[src/rtl/riscv_pkg.sv]
// riscv_pkg: shared ALU op codes, opcode constants and decode/forwarding selects
package riscv_pkg;
  typedef enum logic [3:0] {
    ALU_ADD = 4'b0000,
    ALU_SUB = 4'b0001,
    ALU_AND = 4'b0010,
    ALU_OR  = 4'b0011,
    ALU_XOR = 4'b0100,
    ALU_SLL = 4'b0101,
    ALU_SRL = 4'b0110,
    ALU_SRA = 4'b0111,
    ALU_SLT = 4'b1000,
    ALU_EQ  = 4'b1011,
    ALU_NE  = 4'b1100,
    ALU_LT  = 4'b1101,
    ALU_GE  = 4'b1110,
    ALU_LUI = 4'b1111
  } alu_op_e;
  localparam logic [6:0] OP_R      = 7'b0110011;
  localparam logic [6:0] OP_IMM    = 7'b0010011;
  localparam logic [6:0] OP_LOAD   = 7'b0000011;
  localparam logic [6:0] OP_STORE  = 7'b0100011;
  localparam logic [6:0] OP_BRANCH = 7'b1100011;
  localparam logic [6:0] OP_LUI    = 7'b0110111;
  localparam logic [6:0] OP_JAL    = 7'b1101111;
  localparam logic [6:0] OP_JALR   = 7'b1100111;
  typedef enum logic [1:0] {FWD_RF, FWD_EXM, FWD_WB} fwd_sel_e;
  typedef enum logic [1:0] {A_RS1, A_PC, A_ZERO} a_sel_e;
  typedef enum logic [2:0] {B_RS2, B_IMM, B_SHAMT, B_FOUR, B_UPPER} b_sel_e;
  typedef struct packed {
    alu_op_e op;
    a_sel_e  a_sel;
    b_sel_e  b_sel;
    logic    reg_write;
    logic    mem_read;
    logic    mem_write;
    logic    is_branch;
    logic    illegal;
  } dec_t;
endpackage

[src/rtl/alu_op_decoder.sv]
// alu_op_decoder: opcode/funct3/funct7[5] to ALU op, operand selects and control flags
module alu_op_decoder
  import riscv_pkg::*;
(
  input  logic [6:0] i_opcode,
  input  logic [2:0] i_funct3,
  input  logic       i_funct7_5,
  output dec_t       o_dec
);
  logic w_alt;
  logic w_shift;
  // funct7[5] selects SUB/SRA for R-type, but only SRAI among immediates
  assign w_alt = i_funct7_5 & (i_opcode == OP_R | i_funct3 == 3'b101);
  assign w_shift = i_funct3[1:0] == 2'b01;
  // Decode table; illegal encodings collapse to a flagless ADD
  always_comb begin
    o_dec = '0;
    case (i_opcode)
      OP_R, OP_IMM: begin
        case (i_funct3)
          3'b000: o_dec.op = w_alt ? ALU_SUB : ALU_ADD;
          3'b111: o_dec.op = ALU_AND;
          3'b110: o_dec.op = ALU_OR;
          3'b100: o_dec.op = ALU_XOR;
          3'b001: o_dec.op = ALU_SLL;
          3'b101: o_dec.op = w_alt ? ALU_SRA : ALU_SRL;
          3'b010: o_dec.op = ALU_SLT;
          default: o_dec.illegal = 1'b1;
        endcase
        o_dec.b_sel = i_opcode == OP_R ? B_RS2 : w_shift ? B_SHAMT : B_IMM;
        o_dec.reg_write = 1'b1;
      end
      OP_LOAD: begin
        o_dec.b_sel = B_IMM;
        o_dec.mem_read = 1'b1;
        o_dec.reg_write = 1'b1;
      end
      OP_STORE: begin
        o_dec.b_sel = B_IMM;
        o_dec.mem_write = 1'b1;
      end
      OP_BRANCH: begin
        case (i_funct3)
          3'b000: o_dec.op = ALU_EQ;
          3'b001: o_dec.op = ALU_NE;
          3'b100: o_dec.op = ALU_LT;
          3'b101: o_dec.op = ALU_GE;
          default: o_dec.illegal = 1'b1;
        endcase
        o_dec.is_branch = 1'b1;
      end
      OP_LUI: begin
        o_dec.op = ALU_LUI;
        o_dec.a_sel = A_ZERO;
        o_dec.b_sel = B_UPPER;
        o_dec.reg_write = 1'b1;
      end
      OP_JAL, OP_JALR: begin
        o_dec.a_sel = A_PC;
        o_dec.b_sel = B_FOUR;
        o_dec.reg_write = 1'b1;
      end
      default: o_dec.illegal = 1'b1;
    endcase
    if (o_dec.illegal) begin
      o_dec.op = ALU_ADD;
      o_dec.reg_write = 1'b0;
      o_dec.mem_read = 1'b0;
      o_dec.mem_write = 1'b0;
      o_dec.is_branch = 1'b0;
    end
  end
endmodule

[src/rtl/alu_issue_stage.sv]
// alu_issue_stage: ID/EX register with decode, operand forwarding, stall and flush
module alu_issue_stage
  import riscv_pkg::*;
#(
  parameter int DATA_WIDTH    = 32,
  parameter int OPCODE_LENGTH = 4,
  parameter int REG_ADDR_W    = 5
) (
  input  logic                     clk,
  input  logic                     reset,
  input  logic                     id_valid,
  input  logic [6:0]               id_opcode,
  input  logic [2:0]               id_funct3,
  input  logic                     id_funct7_5,
  input  logic [DATA_WIDTH-1:0]    id_pc,
  input  logic [DATA_WIDTH-1:0]    id_imm,
  input  logic [REG_ADDR_W-1:0]    id_rs1,
  input  logic [REG_ADDR_W-1:0]    id_rs2,
  input  logic [REG_ADDR_W-1:0]    id_rd,
  input  logic [DATA_WIDTH-1:0]    id_rs1_data,
  input  logic [DATA_WIDTH-1:0]    id_rs2_data,
  input  logic                     exm_reg_write,
  input  logic [REG_ADDR_W-1:0]    exm_rd,
  input  logic [DATA_WIDTH-1:0]    exm_result,
  input  logic                     wb_reg_write,
  input  logic [REG_ADDR_W-1:0]    wb_rd,
  input  logic [DATA_WIDTH-1:0]    wb_result,
  input  logic                     stall,
  input  logic                     flush,
  output logic                     ex_valid,
  output logic [OPCODE_LENGTH-1:0] ex_operation,
  output logic [DATA_WIDTH-1:0]    ex_src_a,
  output logic [DATA_WIDTH-1:0]    ex_src_b,
  output logic [DATA_WIDTH-1:0]    ex_store_data,
  output logic [REG_ADDR_W-1:0]    ex_rd,
  output logic                     ex_reg_write,
  output logic                     ex_mem_read,
  output logic                     ex_mem_write,
  output logic                     ex_is_branch,
  output logic                     ex_illegal
);
  dec_t                  w_dec;
  fwd_sel_e              w_sel_a;
  fwd_sel_e              w_sel_b;
  logic [DATA_WIDTH-1:0] w_fa;
  logic [DATA_WIDTH-1:0] w_fb;
  logic [DATA_WIDTH-1:0] w_src_a;
  logic [DATA_WIDTH-1:0] w_src_b;
  logic                  r_valid;
  logic [OPCODE_LENGTH-1:0] r_op;
  logic [DATA_WIDTH-1:0] r_src_a;
  logic [DATA_WIDTH-1:0] r_src_b;
  logic [DATA_WIDTH-1:0] r_store;
  logic [REG_ADDR_W-1:0] r_rd;
  logic                  r_rw;
  logic                  r_mr;
  logic                  r_mw;
  logic                  r_br;
  logic                  r_ill;
  // Youngest producer wins; x0 is hardwired and never forwarded
  function automatic fwd_sel_e fwd(input logic [REG_ADDR_W-1:0] rs);
    return (rs == '0) ? FWD_RF :
           (exm_reg_write && exm_rd == rs) ? FWD_EXM :
           (wb_reg_write && wb_rd == rs) ? FWD_WB : FWD_RF;
  endfunction
  alu_op_decoder u_dec (
    .i_opcode  (id_opcode),
    .i_funct3  (id_funct3),
    .i_funct7_5(id_funct7_5),
    .o_dec     (w_dec)
  );
  // Forwarding muxes and operand selection
  always_comb begin
    w_sel_a = fwd(id_rs1);
    w_sel_b = fwd(id_rs2);
    w_fa = w_sel_a == FWD_EXM ? exm_result : w_sel_a == FWD_WB ? wb_result : id_rs1_data;
    w_fb = w_sel_b == FWD_EXM ? exm_result : w_sel_b == FWD_WB ? wb_result : id_rs2_data;
    w_src_a = w_dec.a_sel == A_PC ? id_pc : w_dec.a_sel == A_ZERO ? '0 : w_fa;
    w_src_b = w_dec.b_sel == B_IMM   ? id_imm :
              w_dec.b_sel == B_SHAMT ? {{(DATA_WIDTH-5){1'b0}}, id_imm[4:0]} :
              w_dec.b_sel == B_FOUR  ? DATA_WIDTH'(4) :
              w_dec.b_sel == B_UPPER ? id_imm >> 12 : w_fb;
  end
  // Pipeline register: reset > flush > stall > load
  always_ff @(posedge clk or posedge reset) begin
    if (reset) begin
      r_valid <= 1'b0;
      r_op    <= '0;
      r_src_a <= '0;
      r_src_b <= '0;
      r_store <= '0;
      r_rd    <= '0;
      r_rw    <= 1'b0;
      r_mr    <= 1'b0;
      r_mw    <= 1'b0;
      r_br    <= 1'b0;
      r_ill   <= 1'b0;
    end else if (flush) begin
      r_valid <= 1'b0;
      r_rw    <= 1'b0;
      r_mr    <= 1'b0;
      r_mw    <= 1'b0;
      r_br    <= 1'b0;
      r_ill   <= 1'b0;
    end else if (!stall) begin
      r_valid <= id_valid;
      r_op    <= OPCODE_LENGTH'(w_dec.op);
      r_src_a <= w_src_a;
      r_src_b <= w_src_b;
      r_store <= w_fb;
      r_rd    <= id_rd;
      r_rw    <= id_valid & w_dec.reg_write & (id_rd != '0);
      r_mr    <= id_valid & w_dec.mem_read;
      r_mw    <= id_valid & w_dec.mem_write;
      r_br    <= id_valid & w_dec.is_branch;
      r_ill   <= id_valid & w_dec.illegal;
    end
  end
  assign ex_valid      = r_valid;
  assign ex_operation  = r_op;
  assign ex_src_a      = r_src_a;
  assign ex_src_b      = r_src_b;
  assign ex_store_data = r_store;
  assign ex_rd         = r_rd;
  assign ex_reg_write  = r_rw;
  assign ex_mem_read   = r_mr;
  assign ex_mem_write  = r_mw;
  assign ex_is_branch  = r_br;
  assign ex_illegal    = r_ill;
endmodule

[config.mk]
export PLATFORM = sky130hd
export DESIGN_NAME = alu_issue_stage
export DESIGN_NICKNAME = d
export VERILOG_FILES = /design/src/rtl/riscv_pkg.sv /design/src/rtl/alu_op_decoder.sv /design/src/rtl/alu_issue_stage.sv
export SDC_FILE = /design/constraint.sdc
export NUM_CORES = 1
export LEC_CHECK = 0
export CAP_MARGIN = 20
export CORE_MARGIN = 10
export CORE_UTILIZATION = 40
export DETAILED_ROUTE_END_ITERATION = 8
export PLACE_DENSITY = 0.93
export SETUP_SLACK_MARGIN = 0.2
export SYNTH_ARGS = -nofsm -noshare
export SYNTH_HDL_FRONTEND = slang
export SYNTH_HIERARCHICAL = 1
export SYNTH_SLANG_ARGS = --single-unit
[constraint.sdc]
create_clock -name clk -period 4.6 [get_ports clk]
set_input_delay 0.69 -clock clk [delete_from_list [all_inputs] [get_ports clk]]
set_output_delay 0.69 -clock clk [all_outputs]
set_load 0.03 [all_outputs]
==> impl_metrics.py, run 1 <==
metrics = {
    "status": {
        "run_status": "finished clean",
    },
    "pwr": {
        "pwr-share-clk_pct": 25.0,
        "leakagePower_nw": 4.00,
        "power.density_mw_per_mm2": 299,
        "seqPwrFrac_pct": 38.6,
        "p_sw_w": 0.00105,
        "p_int_w": 0.00202,
        "p_sw_share_pct": 34.2,
        "peakVddDrop_mv": 0.186,
        "pwr-share-comb_pct": 36.4,
    },
    "timing": {
        "setup_viol": 0,
        "setup_tns_ps": 0,
        "fmax_mhz": 284,
        "finalCritPeriodShare_pct": 76.5,
        "min_period_ps": 3520,
        "tightest_slew_ps": 895,
        "rsz0062_at_grt": "no",
        "hold_viol_final": 0,
        "drv_slew": 0,
        "slew_headroom_pct": 39.9,
        "setup_slack_ps": 1080,
        "clock_skew_ps": 0,
    },
    "logic_synthesis": {
        "ys_seq_area_share_pct": 43.7,
        "netlist_instances": 642,
        "syn_avg_cell_area_um2": 9.90,
        "synth_top_family_by_area": "compound AO/OA/AOI/OAI gates",
        "synth_edf_count": 0,
        "async_flop_share_pct": 100,
        "synth-seq-cells": 111,
        "syn-num-nets": 877,
        "ys.flop_type": "dfrtp_1",
        "synth_simple_gate_area_share_pct": 12.2,
        "synthDistinctLibCells": 63,
        "ys_warn_count": 6,
        "synthesis.area_mm2": 0.00635,
        "synth_xor_area_share_pct": 3.03,
        "synth_compound_area_share_pct": 30.4,
        "synth_fa_ha_area_share_pct": 0,
        "synthMuxAreaShare_pct": 5.20,
    },
    "worst_hold_path": {
        "hp-class": "flip-flop to flip-flop",
        "min_from": "ex_rd[2]$_DFFE_PP0P_",
        "holdPathStages": 2,
        "min_to": "ex_rd[2]$_DFFE_PP0P_",
    },
    "worst_setup_path": {
        "r2r_slack_ps": 3620,
        "critPathCaptureType": "flip-flop",
        "r2r-end": "ex_src_b[19]$_DFFE_PP0P_",
        "timing.rr.start": "ex_src_b[19]$_DFFE_PP0P_",
        "cp-start-kind": "input port",
        "cp_top_family": "simple AND/OR/NAND/NOR gates",
        "cp_slowest_cell": "clkdlybuf4s50_1",
        "crit_type": "input port to flip-flop",
        "crit_chain": "clkdlybuf4s50_1, nor4b_2, nand3_1, o41ai_2, nor2_1, nor2_1, nor2_1, buf_4, nand2_1, o21ai_0",
        "cp.buffers_inverters": 2,
        "required_ps": 4820,
        "cp_common_cell": "nor2_1",
        "arrival_ps": 3740,
        "max_stage_delay_ps": 640,
        "reg2reg_depth": 3,
        "crit_path_max_fanout": 20,
    },
    "detailed_routing": {
        "dr_wl_met2_mm": 14.9,
        "top_layer": "met5",
        "via_per_inst": 5.88,
        "drt_iter0_markers": 793,
        "ant_nets": 0,
        "wl_met1_mm": 10.7,
        "wl_met3_mm": 3.12,
        "drc": 0,
        "wire_per_inst_um": 25.3,
        "vias": 6953,
        "dr.pass1.iters": 8,
        "wirelength_mm": 29.9,
    },
    "grt": {
        "grt_pass1_wl_mm": 44.5,
        "overflow": 0,
        "grt_max_degree": 76,
        "grt_pass1_vias": 7494,
        "antenna_found_initial": 7,
        "grt_util_all_layers_pct": 26.8,
    },
    "placement": {
        "portBuffers": 345,
        "dp_hpwl_mm": 23.7,
        "place_ws_ps": 760,
        "gp_congestion": 0.896,
    },
    "layout": {
        "final_common_cell": "clkdlybuf4s50_1",
        "seq_area_mm2": 0.00278,
        "area_delta_synth_final_pct": 61.1,
        "utilization_pct": 65.2,
        "nNetsFinal": 1192,
        "fillCellCount": 1272,
        "mostFrequentLayoutCells": "345 x clkdlybuf4s50_1, 111 x dfrtp_1, 71 x nand2_1",
        "multi_input_area_mm2": 0.00325,
        "drive_above_1_share_pct": 7.39,
    },
    "die": {
        "start_util_pct": 40.4,
        "core.rowCount": 46,
        "die_w_um": 146,
        "ios": 346,
        "dieArea_mm2": 0.0213,
        "die-height_um": 146,
        "core-area_mm2": 0.0157,
    },
    "clocking": {
        "post_cts_resized": 0,
        "cts_buffer_depth": 2,
        "root_buffer": "clkbuf_16",
        "cts_hold_buf": 0,
        "path_clk_slew_ps": 70,
        "clock_sinks": 111,
        "htree_num_levels": 3,
        "post_cts_buffers": 0,
        "clock_latency_ps": 350,
        "cts_buffers": 9,
        "cts_tree": "built",
    },
    "job": {
        "maxCapViolations": 0,
    },
}
cell type report:
type                    instances  share of cell area (%)
clock inverters                 3                   0.183
diodes                          6                   0.147
multi-input cells             465                    31.7
inverters                       9                   0.354
clock buffers                  12                    2.51
well taps                     216                    2.64
repair buffers                361                    35.3
flip-flops and latches        111                    27.1
cell usage after synthesis, types with 6 or more instances:
| cell type | count | area share, % |
|---|---|---|
| a21oi_1 | 26 | 2.0 |
| mux2i_1 | 33 | 5.2 |
| inv_1 | 7 | 0.41 |
| a222oi_1 | 44 | 6.9 |
| clkbuf_1 | 36 | 2.1 |
| o21ai_1 | 39 | 3.1 |
| xor2_1 | 9 | 1.2 |
| nor2_1 | 18 | 1.1 |
| nand2_1 | 71 | 4.2 |
| a211oi_2 | 16 | 3.2 |
| o31ai_1 | 6 | 0.71 |
| a32o_1 | 17 | 2.7 |
| a22oi_1 | 27 | 3.2 |
| dfrtp_1 | 111 | 44 |
| o21ai_0 | 70 | 5.5 |
| buf_6 | 7 | 1.2 |
| xnor2_1 | 13 | 1.8 |
cells by family (layout without fill, tap and decap cells):
group	after synthesis	count (layout)
flops	111	111
buf+inv	66	385
simple gates	141	141
other cells	0	6
compound gates	269	269
xor+xnor	22	22
mux	33	33
state kept, by name (all words and copies together), names as in the netlist:
register       flops
ex_src_a          32
ex_is_branch       1
ex_reg_write       1
ex_src_b          32
ex_mem_read        1
ex_store_data     32
ex_valid           1
ex_illegal         1
ex_mem_write       1
ex_rd              5
ex_operation       4
worst max-delay path by stage:
stage | from | to | slack [ps] | cells after the start
5_1_grt | id_opcode[2] | ex_src_b[31]$_DFFE_PP0P_ | 850 | 10
6_report | id_opcode[2] | ex_src_b[31]$_DFFE_PP0P_ | 1080 | 10
2_1_floorplan | reset | ex_illegal$_DFFE_PP0P_ | 980 | 1
4_1_cts | id_opcode[2] | ex_src_b[31]$_DFFE_PP0P_ | 1130 | 10
3_3_place_gp | id_rs1[1] | ex_src_a[6]$_DFFE_PP0P_ | 720 | 7
3_5_place_dp | id_opcode[2] | ex_src_b[31]$_DFFE_PP0P_ | 760 | 10
power by group through the flow:
stage               Clock, W  Sequential (W)  Combinational [W]
floorplan                  0         0.00145           0.000252
global route        0.000806         0.00120            0.00118
detailed placement         0         0.00120            0.00112
global placement           0         0.00119            0.00110
finish              0.000765         0.00118            0.00112
CTS                 0.000774         0.00118            0.00112
worst min-delay path, stage by stage (launching register included):
cell and delay [ps]:
dfrtp_1 340, nand2_1 50, nand2_1 60
layer usage:
metal / up-vias / global-route usage [%]
li1: 3125 / -
met1: 3300 / 29.1
met2: 461 / 46.1
met3: 65 / 9.73
met4: 2 / 12.0
met5: - / 0
stage by stage:
stage | std cells | power [W] | hold WS [ps] | area, µm²
2_1_floorplan | 642 | 0.00170 | 650 | 6350
3_3_place_gp | 1160 | 0.00229 | 457 | 9900
3_5_place_dp | 1161 | 0.00231 | 463 | 9920
4_1_cts | 1176 | 0.00308 | 480 | 10200
5_1_grt | 1180 | 0.00318 | 511 | 10200
6_report | 1183 | 0.00306 | 479 | 10200
Note: power is estimated with default switching activity, not from simulation.
==> run 2: changes to the inputs <==
- clock period: 4.6 -> 3.39 ns (I/O delays scaled with it)
==> impl_metrics.py, run 2 (synthesized netlist as in run 1, its figures left out) <==
metrics = {
    "clocking": {
        "post_cts_resized": 0,
        "clock_sinks": 111,
        "clock_latency_ps": 350,
        "post_cts_buffers": 0,
        "cts_tree": "built",
        "htree_num_levels": 3,
        "root_buffer": "clkbuf_16",
        "cts_hold_buf": 0,
        "cts_buffer_depth": 2,
        "cts_buffers": 9,
        "path_clk_slew_ps": 70,
    },
    "detailed_routing": {
        "dr.pass1.iters": 9,
        "wire_per_inst_um": 24.9,
        "via_per_inst": 5.86,
        "wirelength_mm": 29.7,
        "drt_iter0_markers": 869,
        "ant_nets": 0,
        "drc": 0,
        "vias": 6979,
    },
    "grt": {
        "grt_pass1_wl_mm": 44.3,
        "grt_pass1_vias": 7468,
        "grt_max_degree": 112,
        "grt_util_all_layers_pct": 26.5,
        "antenna_found_initial": 6,
        "overflow": 0,
    },
    "placement": {
        "portBuffers": 345,
        "place_ws_ps": 192,
        "gp_congestion": 0.950,
        "dp_hpwl_mm": 23.5,
    },
    "die": {
        "die-height_um": 146,
        "start_util_pct": 40.4,
        "core.rowCount": 46,
        "die_w_um": 146,
        "ios": 346,
        "core-area_mm2": 0.0157,
        "dieArea_mm2": 0.0213,
    },
    "layout": {
        "final_common_cell": "clkdlybuf4s50_1",
        "area_delta_synth_final_pct": 62.9,
        "mostFrequentLayoutCells": "345 x clkdlybuf4s50_1, 111 x dfrtp_1, 71 x nand2_1",
        "drive_above_1_share_pct": 8.25,
        "nNetsFinal": 1201,
    },
    "worst_setup_path": {
        "crit_type": "input port to flip-flop",
        "critPathCaptureType": "flip-flop",
        "cp_top_family": "simple AND/OR/NAND/NOR gates",
        "arrival_ps": 3100,
        "cp_slowest_cell": "clkdlybuf4s50_1",
        "cp.buffers_inverters": 3,
        "max_stage_delay_ps": 630,
        "crit_path_max_fanout": 32,
        "cp-start-kind": "input port",
        "required_ps": 3600,
        "crit_chain": "clkdlybuf4s50_1, nand3_1, or3_1, inv_2, xor2_1, nor2_1, and3_1, buf_12, a222oi_1, o21ai_0",
    },
    "timing": {
        "fmax_mhz": 346,
        "min_period_ps": 2890,
        "drv_slew": 0,
        "rsz0062_at_grt": "no",
        "clock_skew_ps": 0,
        "setup_viol": 0,
        "tightest_slew_ps": 762,
        "slew_headroom_pct": 49.2,
        "hold_viol_final": 0,
        "setup_slack_ps": 500,
        "setup_tns_ps": 0,
        "finalCritPeriodShare_pct": 85.2,
    },
    "status": {
        "run_status": "finished clean",
    },
    "pwr": {
        "leakagePower_nw": 4.06,
        "peakVddDrop_mv": 0.260,
        "power.density_mw_per_mm2": 414,
    },
    "job": {
        "maxCapViolations": 0,
    },
    "worst_hold_path": {
        "hp-class": "flip-flop to flip-flop",
    },
}
==> run 2: final timing paths <==
path,startpoint,endpoint,slack [ps],depth (start not counted)
min in group asynchronous,reset,ex_operation[0]$_DFFE_PP0P_,680,3
hold reg to reg,ex_rd[1]$_DFFE_PP0P_,ex_rd[1]$_DFFE_PP0P_,480,2
max in group asynchronous,reset,ex_store_data[1]$_DFFE_PP0P_,2200,3
hold / removal,ex_rd[1]$_DFFE_PP0P_,ex_rd[1]$_DFFE_PP0P_,480,2
setup reg to reg,ex_src_a[28]$_DFFE_PP0P_,ex_src_a[28]$_DFFE_PP0P_,2410,2
setup / recovery,id_opcode[2],ex_src_a[21]$_DFFE_PP0P_,500,10
==> run 2: metal layers <==
metal	track usage [%]	routed length, µm
met2	46.1	14600
met1	29.3	10800
met3	7.97	2960
met5	0	13
met4	12.0	1340
==> run 2: area by class of cell <==
cell class	instances	area, µm²
Antenna cell	5	12.5
Clock buffer	11	243
Clock inverter	4	70.1
Fill cell	1238	5360
Inverter	9	37.5
Multi-Input combinational cell	465	3250
Sequential cell	111	2780
Tap cell	216	270
Timing Repair Buffer	370	3690
==> run 2: through the flow <==
step	instances	total power [W]	util [%]	hold WS (ps)	area [µm²]
after detailed placement	1171	0.00314	63.8	462	10000
after CTS	1186	0.00431	65.8	478	10300
final	1191	0.00428	65.9	475	10400
after floorplan	642	0.00231	-	614	6360
after global routing	1190	0.00444	65.9	496	10300
after global placement	1171	0.00312	63.8	457	10000
==> run 2: power breakdown <==
part	total, W	switching, W	internal (W)
combinational	0.00152	0.000814	0.000708
clock	0.00116	0.000494	0.000663
sequential	0.00160	0.000106	0.00150
==> run 2: worst register-to-register path: stages, from the launching register on <==
cell      delay, ps
dfrtp_1         380
a222oi_1        300
o21ai_0         160
